**src/rtl/watch_btn_ctrl_if.sv**
```systemverilog
// Button front-end bundle: raw active-low buttons in, conditioned levels and
// mode/action codes out. The master side drives the buttons, the slave side is
// the controller.
interface watch_btn_ctrl_if;
   logic [7:0] btn_n;
   logic [7:0] btn;
   logic [3:0] state;
   logic [3:0] flag;
   logic       press;

   modport master (
      output btn_n,
      input  btn,
      input  state,
      input  flag,
      input  press
   );

   modport slave (
      input  btn_n,
      output btn,
      output state,
      output flag,
      output press
   );
endinterface

```
**src/rtl/watch_btn_ctrl.sv**
```systemverilog
// Watch button front-end: per-button two-flop synchroniser and debouncer,
// button-0 mode stepping, priority-encoded action flag with a press strobe.
// Optional auto-repeat of the press strobe while a flag is held is enabled by
// defining WATCH_BTN_AUTOREPEAT_EN.
module watch_btn_ctrl #(
   parameter int unsigned DEBOUNCE_CYCLES = 500000,
   parameter int unsigned N_STATES        = 4,
   parameter int unsigned REPEAT_DELAY    = 25000000,
   parameter int unsigned REPEAT_PERIOD   = 5000000
) (
   input logic              clk,
   input logic              reset,
   watch_btn_ctrl_if.slave  bus
);

   localparam int unsigned CntW = (DEBOUNCE_CYCLES < 1) ? 1 : $clog2(DEBOUNCE_CYCLES + 1);

   logic [7:0]           sync1_q, sync2_q;
   logic [7:0]           btn_q, btn_d;
   logic [7:0][CntW-1:0] cnt_q, cnt_d;
   logic                 btn0_dly_q;
   logic [3:0]           state_q, state_d;
   logic [3:0]           flag_q, flag_d;
   logic                 press_q, press_d;
   logic [3:0]           enc;

`ifdef WATCH_BTN_AUTOREPEAT_EN
   localparam int unsigned RepMax = (REPEAT_DELAY > REPEAT_PERIOD) ? REPEAT_DELAY : REPEAT_PERIOD;
   localparam int unsigned HoldW  = (RepMax < 1) ? 1 : $clog2(RepMax + 1);

   logic [HoldW-1:0] hold_q, hold_d;
   logic             rep_q, rep_d;
   logic [HoldW-1:0] target;
`endif

   // Two-flop synchroniser on the inverted (active-high) raw buttons.
   always_ff @(posedge clk) begin
      if (reset) begin
         sync1_q <= '0;
         sync2_q <= '0;
      end else begin
         sync1_q <= ~bus.btn_n;
         sync2_q <= sync1_q;
      end
   end

   // Debounce: a level differing from btn for DEBOUNCE_CYCLES edges toggles it.
   always_comb begin
      btn_d = btn_q;
      cnt_d = cnt_q;
      for (int i = 0; i < 8; i++) begin
         if (sync2_q[i] == btn_q[i]) begin
            cnt_d[i] = '0;
         end else if (cnt_q[i] == CntW'(DEBOUNCE_CYCLES - 1)) begin
            btn_d[i] = ~btn_q[i];
            cnt_d[i] = '0;
         end else begin
            cnt_d[i] = cnt_q[i] + CntW'(1);
         end
      end
   end

   // Lowest-indexed held button among 1..7 wins; button 0 is the mode key.
   always_comb begin
      enc = 4'd0;
      for (int i = 7; i >= 1; i--) begin
         if (btn_q[i]) enc = 4'(i);
      end
   end

   // Mode step on the debounced rising edge of button 0.
   always_comb begin
      state_d = state_q;
      if (btn_q[0] && !btn0_dly_q) begin
         state_d = (state_q == 4'(N_STATES - 1)) ? 4'd0 : state_q + 4'd1;
      end
   end

   // Flag register input and press strobe (new nonzero action, plus repeats).
   always_comb begin
      flag_d  = enc;
      press_d = (flag_d != 4'd0) && (flag_d != flag_q);
`ifdef WATCH_BTN_AUTOREPEAT_EN
      target = rep_q ? HoldW'(REPEAT_PERIOD) : HoldW'(REPEAT_DELAY);
      hold_d = hold_q;
      rep_d  = rep_q;
      if ((flag_d != flag_q) || (flag_d == 4'd0)) begin
         hold_d = '0;
         rep_d  = 1'b0;
      end else if ((hold_q + HoldW'(1)) == target) begin
         // First repeat after REPEAT_DELAY, then every REPEAT_PERIOD.
         hold_d  = '0;
         rep_d   = 1'b1;
         press_d = 1'b1;
      end else begin
         hold_d = hold_q + HoldW'(1);
      end
`endif
   end

   // Control state registers.
   always_ff @(posedge clk) begin
      if (reset) begin
         btn_q      <= '0;
         cnt_q      <= '0;
         btn0_dly_q <= 1'b0;
         state_q    <= '0;
         flag_q     <= '0;
         press_q    <= 1'b0;
      end else begin
         btn_q      <= btn_d;
         cnt_q      <= cnt_d;
         btn0_dly_q <= btn_q[0];
         state_q    <= state_d;
         flag_q     <= flag_d;
         press_q    <= press_d;
      end
   end

`ifdef WATCH_BTN_AUTOREPEAT_EN
   // Hold counter for auto-repeat.
   always_ff @(posedge clk) begin
      if (reset) begin
         hold_q <= '0;
         rep_q  <= 1'b0;
      end else begin
         hold_q <= hold_d;
         rep_q  <= rep_d;
      end
   end
`endif

   assign bus.btn   = btn_q;
   assign bus.state = state_q;
   assign bus.flag  = flag_q;
   assign bus.press = press_q;

endmodule

```
**src/flat_wrapper.sv**
```systemverilog
// flat-port wrapper written by rule: the top's interface ports become plain ports
module watch_btn_ctrl_flat 
#(
   parameter int unsigned DEBOUNCE_CYCLES = 500000,
   parameter int unsigned N_STATES        = 4,
   parameter int unsigned REPEAT_DELAY    = 25000000,
   parameter int unsigned REPEAT_PERIOD   = 5000000
)
  (clk, reset, bus_btn_n, bus_btn, bus_state, bus_flag, bus_press);
  watch_btn_ctrl_if bus_i ();
  input logic clk;
  input logic reset;
  input wire logic [$bits(bus_i.btn_n)-1:0] bus_btn_n;
  output wire logic [$bits(bus_i.btn)-1:0] bus_btn;
  output wire logic [$bits(bus_i.state)-1:0] bus_state;
  output wire logic [$bits(bus_i.flag)-1:0] bus_flag;
  output wire logic [$bits(bus_i.press)-1:0] bus_press;
  assign bus_i.btn_n = bus_btn_n;
  assign bus_btn = bus_i.btn;
  assign bus_state = bus_i.state;
  assign bus_flag = bus_i.flag;
  assign bus_press = bus_i.press;
  watch_btn_ctrl #(.DEBOUNCE_CYCLES(DEBOUNCE_CYCLES), .N_STATES(N_STATES), .REPEAT_DELAY(REPEAT_DELAY), .REPEAT_PERIOD(REPEAT_PERIOD)) u_core (.clk(clk), .reset(reset), .bus(bus_i));
endmodule
```
**config.mk**
```make
export PLATFORM = sky130hd
export DESIGN_NAME = watch_btn_ctrl_flat
export DESIGN_NICKNAME = d
export VERILOG_FILES = /design/src/rtl/watch_btn_ctrl_if.sv /design/src/rtl/watch_btn_ctrl.sv /design/src/flat_wrapper.sv
export SDC_FILE = /design/constraint.sdc
export NUM_CORES = 1
export LEC_CHECK = 0
export ABC_CLOCK_PERIOD_IN_PS = 4030
export CORE_UTILIZATION = 60
export CTS_CLUSTER_DIAMETER = 60
export CTS_CLUSTER_SIZE = 24
export DETAILED_ROUTE_END_ITERATION = 10
export GPL_ROUTABILITY_DRIVEN = 0
export GPL_TIMING_DRIVEN = 0
export PLACE_DENSITY = 0.78
export RECOVER_POWER = 100
export SYNTH_ARGS = -nofsm -noshare
export SYNTH_HDL_FRONTEND = slang
export SYNTH_SLANG_ARGS = --single-unit
```
**constraint.sdc**
```tcl
create_clock -name clk -period 4.03 [get_ports clk]
set_clock_uncertainty 0.2 [all_clocks]
set_input_delay 1.209 -clock clk [delete_from_list [all_inputs] [get_ports clk]]
set_output_delay 1.209 -clock clk [all_outputs]
set_load 0.005 [all_outputs]
```
==> metrics <==
synthesized area per cell roughly 8.7 um^2; R2R Setup Slk 900 ps; status completed; worst hold path startpoint u_core.sync1_q[6]; Vias 6517; worst hold path endpoint u_core.sync2_q[6]; synthesis-to-finish area growth 13.1%; core area 0.0132 mm^2; Initial Util 0.613; worst vdd ir 0.000311 V; WL final ~15000 um; crit-path max FO 10; full die area 0.0139 mm^2; Clk pwr share 0.477; Hold-fix buffers, CTS 0; first-pass GRT wire length about 27000 um; GRT overflow 0; GRT Total Usage 0.232; Synth Instances 931; setup TNS 0 ps; sequential share of the synthesized area 0.458; clk_lat worst skew about 430 ps; main area contributors after synthesis dfxtp_1 46%, nor2_1 6.4%, xnor2_1 6.0%, xor2_1 5.6%, nand3_1 3.5%; share of the synthesized area in the top cell type 0.458; crit start category input port; die span in y 118 um; Inserted Clock Buffers 17; hpwl dp 10100 um; leakage 2.76 nW; drt first pass iters 5; Bufs on Longest Clock Path 2; Tcrit/Tclk final 0.804; slew margin rel. 0.301; Hold Fails Final Rpt 0; I/O pins 27; crit end category register; nets@finish 994; CTS H-tree lvls 4; Synth Warn # 0; syn nets 950; reg2reg end u_core.cnt_q[44]; Final Setup Violations 0; Max Transition Viols Final 0; Logic pwr share 0.013; Reg clk slew, reported paths 60 ps; cts repair resizes 0; Yosys top cell by area dfxtp_1; WS Path Type input port to register; CTS tree built; share of cells above drive strength 1 0.0476; WP data required roughly 4100 ps; # diodes 0; Primary FF master, synth dfxtp_1; num rows 42; largest net degree at the start of global routing 17; hold depth 1; port bufs 25; minimum clock period 3240 ps; Slew @ Worst Pin 1040 ps; Die X about 120 um; RSZ-0062 raised after global routing false; max_cap viols 0; postcts setup bufs 0; Psw 699 uW; worst reg2reg startpoint u_core.cnt_q[47]; most numerous cell in the Yosys netlist dfxtp_1; Routed Antenna Nets 0; Hold WC Path Type register to register; CP arrival 3340 ps; number of synthesized flops with an enable pin 0; reg2reg path depth 5; Pint 2.91 mW; Fmax achieved 309 MHz; clock root cell clkbuf_16; Vias/cell 5.60; Yosys reg bits between 150 and 200; vias in the first global route 6005; ys async rst share 0; initial antenna violation count 0; clock sink count approximately 190; drt drc 0; Starting DRT DRC Count 534; FILL cells about 1100; final core occ 0.693; pwr dens 395 mW/mm^2; wire per inst 13.0 um; Synth cell types 48; synthesized area around 0.0081 mm^2; sw frac 0.194; register share of total power 0.510; top post-synthesis cells by count 185 x dfxtp_1, 138 x nor2_1, 57 x nand3_1
## flip-flops by register name, indices dropped and copies added, names as in the netlist
signal / cells
u_core.btn0_dly_q: 1
u_core.sync2_q: 8
u_core.bus.press: 1
u_core.cnt_q: 152
u_core.bus.btn: 8
u_core.bus.flag: 3
u_core.sync1_q: 8
u_core.bus.state: 4
## how the worst max path moves through the flow
| stage | startpoint | endpoint | depth (start not counted) |
|---|---|---|---|
| 3_5_place_dp | reset | u_core.cnt_q[24] | 6 |
| 5_1_grt | reset | u_core.cnt_q[47] | 6 |
| 4_1_cts | reset | u_core.cnt_q[24] | 6 |
| 2_1_floorplan | reset | u_core.cnt_q[24] | 5 |
| 3_3_place_gp | reset | u_core.cnt_q[31] | 6 |
| 6_report | reset | u_core.cnt_q[44] | 6 |
## cells by family after synthesis
logic type	Yosys count	synth area share
compound gates	116	0.0866
xor+xnor	107	0.116
fa+ha+maj	9	0.0139
buf+inv	58	0.0290
flops	185	0.458
other cells	1	0.000464
simple gates	455	0.296
## critical path, cell delays in order
cell           delay [ps]
dlygate4sd3_1         650
clkbuf_1              420
nor2_1                100
o21ai_0               410
clkbuf_1              450
nor2_1                100
## layout by cell type, fill, tap and decap left out, types with 9 or more instances in the layout
cell / netlist / routed
dfxtp_1: 185 / 185
nor2_1: 138 / 138
nand4_1: 36 / 36
o31ai_1: 16 / 16
xnor2_1: 55 / 55
ha_1: 9 / 9
clkbuf_16: 0 / 17
or3_1: 35 / 35
nand3_1: 57 / 57
xor2_1: 52 / 52
a21oi_1: 51 / 51
nand2_1: 52 / 52
o21ai_0: 30 / 31
clkbuf_1: 20 / 27
nor2b_1: 13 / 13
nor3_1: 18 / 18
or4_1: 19 / 19
nor4_1: 26 / 26
nand2b_1: 9 / 9
inv_1: 32 / 32
and4_1: 12 / 12
dlygate4sd3_1: 0 / 17
## power groups by stage
| stage | Sequential, mW | Combinational [mW] | Clock (mW) |
|---|---|---|---|
| final | 1.84 | 0.0459 | 1.72 |
| after global routing | 1.84 | 0.0516 | 1.83 |
| after CTS | 1.84 | 0.0484 | 1.75 |
| after detailed placement | 1.88 | 0.0480 | 0 |
| after global placement | 1.88 | 0.0479 | 0 |
| after floorplan | 1.88 | 0.0276 | 0 |
## layout make-up
| class | instances | area (um^2) | share of cell area |
|---|---|---|---|
| multi-input cells | 688 | 4120 | 0.451 |
| flip-flops and latches | 185 | 3700 | 0.405 |
| clock buffers | 25 | 505 | 0.0553 |
| repair buffers | 25 | 250 | 0.0274 |
| well taps | 176 | 220 | 0.0241 |
| inverters | 32 | 120 | 0.0131 |
| clock inverters | 7 | 113 | 0.0123 |
| plain buffers | 26 | 103 | 0.0112 |
## through the flow
stage	instances	setup WS, ps	hold slack, ps	power, mW	cell area (um^2)
after floorplan	931	1500	214	1.91	8080
after global placement	1132	400	219	1.93	8550
after detailed placement	1132	401	222	1.93	8550
after CTS	1164	835	237	3.64	9170
after global routing	1164	558	252	3.72	9140
final	1164	791	230	3.61	9140
## layer usage
metal  track usage  up-vias  routed length [um]
li1              -     3369                   -
met1         0.302     3005                7480
met2         0.379      118                6870
met3        0.0465       25                 507
met4        0.0897        0                 290
met5             0        -                   0
(Power assumes the default switching activity.)
